==> src/rtl/spi_frame_rx.sv <==
// SPI mode-0 frame receiver: synchronises raw SCLK/COPI/nCS pins, deserialises
// 16-bit MSB-first frames and emits a one-cycle write strobe or a length error.
module spi_frame_rx #(
  parameter int SYNC_STAGES = 2,
  parameter int ADDR_W      = 7,
  parameter int DATA_W      = 8
) (
  input  logic              clk,
  input  logic              rst_n,
  input  logic              sclk,
  input  logic              copi,
  input  logic              ncs,
  output logic              wr_valid,
  output logic [ADDR_W-1:0] wr_addr,
  output logic [DATA_W-1:0] wr_data,
  output logic              frame_err,
  output logic              busy
);

  localparam int FRAME_BITS = 1 + ADDR_W + DATA_W;
  localparam int CNT_W      = $clog2(FRAME_BITS + 2);
  localparam logic [CNT_W-1:0] CNT_FRAME = CNT_W'(FRAME_BITS);
  localparam logic [CNT_W-1:0] CNT_SAT   = CNT_W'(FRAME_BITS + 1);
  localparam logic [CNT_W-1:0] CNT_ONE   = CNT_W'(1);

  typedef enum logic [0:0] {
    ST_IDLE  = 1'b0,
    ST_SHIFT = 1'b1
  } state_t;

  logic [SYNC_STAGES-1:0] r_sclk_sync;
  logic [SYNC_STAGES-1:0] r_copi_sync;
  logic [SYNC_STAGES-1:0] r_ncs_sync;
  logic                   r_d_sclk;
  logic                   r_d_ncs;

  state_t                 r_state;
  state_t                 w_state_nxt;
  logic [FRAME_BITS-1:0]  r_shift;
  logic [FRAME_BITS-1:0]  w_shift_nxt;
  logic [CNT_W-1:0]       r_cnt;
  logic [CNT_W-1:0]       w_cnt_nxt;
  logic                   r_wr_valid;
  logic                   w_wr_valid_nxt;
  logic                   r_frame_err;
  logic                   w_frame_err_nxt;
  logic [ADDR_W-1:0]      r_wr_addr;
  logic [ADDR_W-1:0]      w_wr_addr_nxt;
  logic [DATA_W-1:0]      r_wr_data;
  logic [DATA_W-1:0]      w_wr_data_nxt;
  logic                   r_busy;

  logic w_s_sclk;
  logic w_s_copi;
  logic w_s_ncs;
  logic w_ncs_fall;
  logic w_ncs_rise;
  logic w_sclk_rise;

  assign w_s_sclk = r_sclk_sync[SYNC_STAGES-1];
  assign w_s_copi = r_copi_sync[SYNC_STAGES-1];
  assign w_s_ncs  = r_ncs_sync[SYNC_STAGES-1];

  // SCLK edges are gated by nCS so a simultaneous deselect wins over a clock edge.
  assign w_ncs_fall  = !w_s_ncs && r_d_ncs;
  assign w_ncs_rise  = w_s_ncs && !r_d_ncs;
  assign w_sclk_rise = w_s_sclk && !r_d_sclk && !w_s_ncs;

  // Pin synchronisers plus edge-detect history, reset to the idle bus state.
  always_ff @(posedge clk or negedge rst_n) begin
    if (!rst_n) begin
      r_sclk_sync <= {SYNC_STAGES{1'b0}};
      r_copi_sync <= {SYNC_STAGES{1'b0}};
      r_ncs_sync  <= {SYNC_STAGES{1'b1}};
      r_d_sclk    <= 1'b0;
      r_d_ncs     <= 1'b1;
    end else begin
      r_sclk_sync <= {r_sclk_sync[SYNC_STAGES-2:0], sclk};
      r_copi_sync <= {r_copi_sync[SYNC_STAGES-2:0], copi};
      r_ncs_sync  <= {r_ncs_sync[SYNC_STAGES-2:0], ncs};
      r_d_sclk    <= w_s_sclk;
      r_d_ncs     <= w_s_ncs;
    end
  end

  // State, shift register, counter and registered outputs.
  always_ff @(posedge clk or negedge rst_n) begin
    if (!rst_n) begin
      r_state     <= ST_IDLE;
      r_shift     <= {FRAME_BITS{1'b0}};
      r_cnt       <= {CNT_W{1'b0}};
      r_wr_valid  <= 1'b0;
      r_frame_err <= 1'b0;
      r_wr_addr   <= {ADDR_W{1'b0}};
      r_wr_data   <= {DATA_W{1'b0}};
      r_busy      <= 1'b0;
    end else begin
      r_state     <= w_state_nxt;
      r_shift     <= w_shift_nxt;
      r_cnt       <= w_cnt_nxt;
      r_wr_valid  <= w_wr_valid_nxt;
      r_frame_err <= w_frame_err_nxt;
      r_wr_addr   <= w_wr_addr_nxt;
      r_wr_data   <= w_wr_data_nxt;
      r_busy      <= !w_s_ncs;
    end
  end

  // Next-state and frame evaluation; a frame is judged in the cycle nCS rises.
  always_comb begin
    w_state_nxt     = r_state;
    w_shift_nxt     = r_shift;
    w_cnt_nxt       = r_cnt;
    w_wr_valid_nxt  = 1'b0;
    w_frame_err_nxt = 1'b0;
    w_wr_addr_nxt   = r_wr_addr;
    w_wr_data_nxt   = r_wr_data;
    case (r_state)
      ST_IDLE: begin
        if (w_ncs_fall) begin
          w_state_nxt = ST_SHIFT;
          w_shift_nxt = {FRAME_BITS{1'b0}};
          w_cnt_nxt   = {CNT_W{1'b0}};
        end else begin
          w_state_nxt = ST_IDLE;
        end
      end
      ST_SHIFT: begin
        if (w_ncs_rise) begin
          w_state_nxt = ST_IDLE;
          if (r_cnt == CNT_FRAME) begin
            if (r_shift[FRAME_BITS-1]) begin
              w_wr_valid_nxt = 1'b1;
              w_wr_addr_nxt  = r_shift[FRAME_BITS-2 -: ADDR_W];
              w_wr_data_nxt  = r_shift[DATA_W-1:0];
            end else begin
              w_wr_valid_nxt = 1'b0;
            end
          end else begin
            w_frame_err_nxt = 1'b1;
          end
        end else if (w_sclk_rise) begin
          w_shift_nxt = {r_shift[FRAME_BITS-2:0], w_s_copi};
          if (r_cnt != CNT_SAT) begin
            w_cnt_nxt = r_cnt + CNT_ONE;
          end else begin
            w_cnt_nxt = r_cnt;
          end
        end else begin
          w_state_nxt = ST_SHIFT;
        end
      end
      default: begin
        w_state_nxt = ST_IDLE;
      end
    endcase
  end

  assign wr_valid  = r_wr_valid;
  assign wr_addr   = r_wr_addr;
  assign wr_data   = r_wr_data;
  assign frame_err = r_frame_err;
  assign busy      = r_busy;

endmodule

==> config.mk <==
export PLATFORM = sky130hd
export DESIGN_NAME = spi_frame_rx
export DESIGN_NICKNAME = d
export VERILOG_FILES = /design/src/rtl/spi_frame_rx.sv
export SDC_FILE = /design/constraint.sdc
export NUM_CORES = 1
export LEC_CHECK = 0
export ABC_AREA = 1
export CORE_MARGIN = 2
export CORE_UTILIZATION = 40
export DETAILED_ROUTE_END_ITERATION = 10
export DONT_BUFFER_PORTS = 1
export SETUP_SLACK_MARGIN = 0.05
export SLEW_MARGIN = 20
export SYNTH_ARGS = -nofsm -noshare
export SYNTH_HDL_FRONTEND = slang
export SYNTH_SLANG_ARGS = --single-unit
==> constraint.sdc <==
create_clock -name clk -period 3.7 [get_ports clk]
set_input_delay 0.37 -clock clk [delete_from_list [all_inputs] [get_ports clk]]
set_output_delay 0.37 -clock clk [all_outputs]
set_load 0.1 [all_outputs]
# After elaboration in Yosys (flattened, before gate mapping)

Index checks and enable logic that the tools add are counted.

Add/subtract/negate cells: 1
Equality and inequality tests: 6
Mux-type cells: 19
Bitwise operators: 1
Reduce and logical (&&, ||, !) cells: 10

Operator list:

| kind                                                                     | number |
|---|---|
| 16-bit 2-to-1 mux                                                        | 3 |
| 16-bit one-hot mux with 2 select lines                                   | 1 |
| 5-bit 2-to-1 mux                                                         | 4 |
| 5-bit one-hot mux with 2 select lines                                    | 1 |
| 1-bit 2-to-1 mux                                                         | 9 |
| 4-bit AND reduction                                                      | 2 |
| 5-bit by 1-bit adder with 5-bit output (second input constant)           | 1 |
| 5-bit equality test (second input constant)                              | 1 |
| 5-bit inequality test (second input constant)                            | 1 |
| 1-bit logical AND                                                        | 4 |
| 2-bit by 1-bit inequality test with 1-bit output (second input constant) | 2 |
| 2-bit inequality test (second input constant)                            | 2 |
| 1-bit zero test                                                          | 3 |
| 3-bit AND reduction                                                      | 1 |
| 1-bit one-hot mux with 2 select lines                                    | 1 |
| 1-bit NOT                                                                | 1 |

Flip-flop bits (word level): 48
Input bits: 5
Output and inout port bits: 18
Logic and storage cells: 50

# Logic depth before layout (Yosys ltp)

Depth in word-level cells: 6
Mapped depth: 8
Gate-level depth less buffers: 7

# Worst setup path after synthesis

No wires, ideal clock.

Path kind: flip-flop to output port
From: register r_wr_addr[0], in the netlist wr_addr[0]
To: output wr_addr[0]
Data arrival time: 0.898 ns
Required time: 3.330 ns
Setup slack: 2.432 ns
Stages on the path, launching flop included: 1
Path buffers: 0
Path through: dfrtp_1

RTL lines:

| element                | line | RTL |
|---|---|---|
| start, declared        | 47   | `logic [ADDR_W-1:0] r_wr_addr;` |
| start signal, assigned | 94   | `r_wr_addr <= {ADDR_W{1'b0}};` |
| start signal, assigned | 103  | `r_wr_addr <= w_wr_addr_nxt;` |
| end, declared          | 14   | `output logic [ADDR_W-1:0] wr_addr,` |

No word-level cell between the ends.

# Final worst setup path

From: register r_wr_addr[6], in the netlist wr_addr[6]
To: output wr_addr[6]

No word-level cell between the ends.

==> metrics.md <==
| Metric | Value |
|---|---|
| Final hold vios | 0 |
| Crit. End Element | output pin |
| Antenna Cells | 0 |
| Vias per cell | 4.94 |
| DR vias | 1226 |
| Asr flop ratio synth | 100% |
| DRT Wirelength | 3250 um |
| Worst path required time | 3.33 ns |
| Nets | 201 |
| Status | completed |
| Post-synth EDFFs | 0 |
| Finished Layout Cells | 248 |
| Max Cap Viol | 0 |
| Initial Util | 41.2% |
| Ys flop type | dfrtp_1 |
| Clock transition at path regs | 0.09 ns |
| Critical Path Start Type | register |
| Largest cells by area after synthesis | dfrtp_1 (58%), nand2_1 (9.5%), nand3_1 (6.0%) |
| Post-route antenna net violation count | 0 |
| Core footprint | 4690 um2 |
| Area leader, netlist | dfrtp_1 |
| VDD IR max | 0.264 mV |
| Post-synth top cells | nand2_1 (49), dfrtp_1 (45), inv_1 (27), nand3_1 (23), o22ai_1 (15) |
| Seq cells post-synth | 48 |
| Syn avg cell area | 10.2 um2 |
| CP Max Fanout | 2 |
| Worst reg2reg path startpoint | r_ncs_sync[1] |
| Final cycle utilization of the critical path | 44.1% |
| RePlAce Congestion | 0.750 |
| Synth warnings | 0 |
| Slew @ Worst Pin | 0.927 ns |
| Largest net degree at the start of global routing | 49 |
| R2r setup slk | 2.21 ns |
| Post-CTS Setup Inserts | 0 |
| Synth Instances | 190 |
| Clock skew | 0.00977 ns |
| Initial antenna violation count | 0 |
| DRC Markers | 0 |
| Total GRT Usage | 13.5% |
| Leak | 1.10 nW |
| Min-Delay Startpoint | ncs |
| Clk root buf | clkbuf_8 |
| CTS Sinks | 48 |
| Cell Area, Synth | 1930 um2 |
| DR WL/cell | 13.1 um |
| PortBufs | 0 |
| Total CTS buffers | 5 |
| Vias in the first global route | 1121 |
| RSZ-0062 raised after global routing | false |
| Seq/Total Area, Yosys | 62.4% |
| Share of layout cells above drive strength 1 | 11.3% |
| Global route overflow | 0 |
| CP Data Arrival Time | 1.26 ns |
| Ports | 23 |
| Syn_nets | 198 |
| WS Path Type | reg -> out |
| CTS tree | done |
| Die area | 5400 um2 |
| Relative slew slack | 38.2% |
| Pre-antenna DRT Iters | 4 |
| Final setup viols | 0 |
| Max Slew Vio Count | 0 |
| Setup TNS | 0 ns |
| Final min period | 1.63 ns |
| HP Class | in -> reg |
| Cell Pwr Density | 474 nW/um2 |
| Fmax | 612 MHz |
| Setup crit start | wr_addr[6] |
| Die span in y | 73.5 um |
| Iter 0 DRT Violations | 73 |
| Clk buf depth | 2 |
| Distinct cells, synth | 21 |
| H-tree depth | 2 |
| Die width | 73.5 um |
| Row Count | 25 |
| Placed insts | 238 |
| DP HPWL | 2090 um |
| Synth-to-Final Area Change | 8.42% |
| Top-count cell post-synth | nand2_1 |
| Global-route wire length before repair | 5450 um |
| Top cell type's share of synthesized area | 58.3% |
| Clock Latency Late Sink | 0.30 ns |
## flip-flops by register name (all words and copies together) (netlist names)
register and cells:
wr_addr 7, r_copi_sync 2, wr_valid 1, r_state 1
r_sclk_sync 2, frame_err 1, r_shift 16, r_d_ncs 1
r_cnt 5, r_ncs_sync 2, r_d_sclk 1, busy 1
wr_data 8
## cells by family (layout without fill, tap and decap cells)
group | count (synthesis) | after routing | share of synthesized area, %
DFF | 48 | 48 | 62.4
adders and majority gates | 3 | 3 | 1.94
AOI/OAI and AO/OA | 17 | 17 | 5.38
buffers and inverters | 36 | 40 | 8.55
xor gates and xnor gates | 1 | 1 | 0.453
and+or+nand+nor | 85 | 85 | 21.3
## path summary, 6_finish.rpt
path	to	depth (start not counted)
setup / recovery	wr_addr[6]	0
hold / removal	r_ncs_sync[0]	0
setup reg to reg	wr_data[3]	5
hold reg to reg	r_copi_sync[1]	0
max in group asynchronous	r_d_ncs	2
min in group asynchronous	wr_addr[0]	2
## layout make-up
type / instances / area, um2
timing repair buffer: 2 / 37.5
inverter: 30 / 115
fill: 444 / 2600
multi-input combinational: 106 / 562
clock inverter: 2 / 35.0
clock buffer: 6 / 72.6
tap: 54 / 67.6
sequential: 48 / 1200
## cells in the final DEF, fill, tap and decap left out, drive strengths merged
cell and count:
clkbuf 6, nor2 4, o22ai 15, clkinv 1, xor2 1, dfrtp 45
nand3b 1, inv 30, o21ai 2, nand4 3, ha 3, dfstp 3
buf 1, dlygate4sd3 1, nand3 25, bufinv 1, nand2 52
## metal layers
metal	up-vias	routed length [um]	global-route usage, %
met5	-	0	0
met3	5	171	5.08
li1	609	-	-
met2	19	1420	18.2
met1	593	1600	19.6
met4	0	51	5.45
## where the power goes
part	total [mW]	switching [mW]	internal, mW
Clock	0.372	0.171	0.201
Combinational	0.0558	0.0364	0.0194
Sequential	0.565	0.0246	0.541
Total	0.993	0.232	0.761
## metrics by stage
stage | util (%) | setup slack (ns) | hold WS (ns) | area [um2] | power, mW
floorplan | - | 2.43 | 0.0744 | 1930 | 0.610
global placement | 41.5 | 2.21 | 0.0753 | 1950 | 0.618
detailed placement | 41.5 | 2.17 | 0.0753 | 1950 | 0.618
CTS | 44.6 | 2.06 | 0.0522 | 2090 | 1.01
global route | 44.6 | 2.03 | 0.0428 | 2090 | 1.04
finish | 44.6 | 2.07 | 0.0688 | 2090 | 0.993
## what timing repair did
| action | CTS | global route |
|---|---|---|
| gates resized for setup | 0 | 0 |
| endpoints found under the hold margin | 48 | 0 |
| hold buffers | 2 | 0 |
Power figures use the tool's default switching activity.
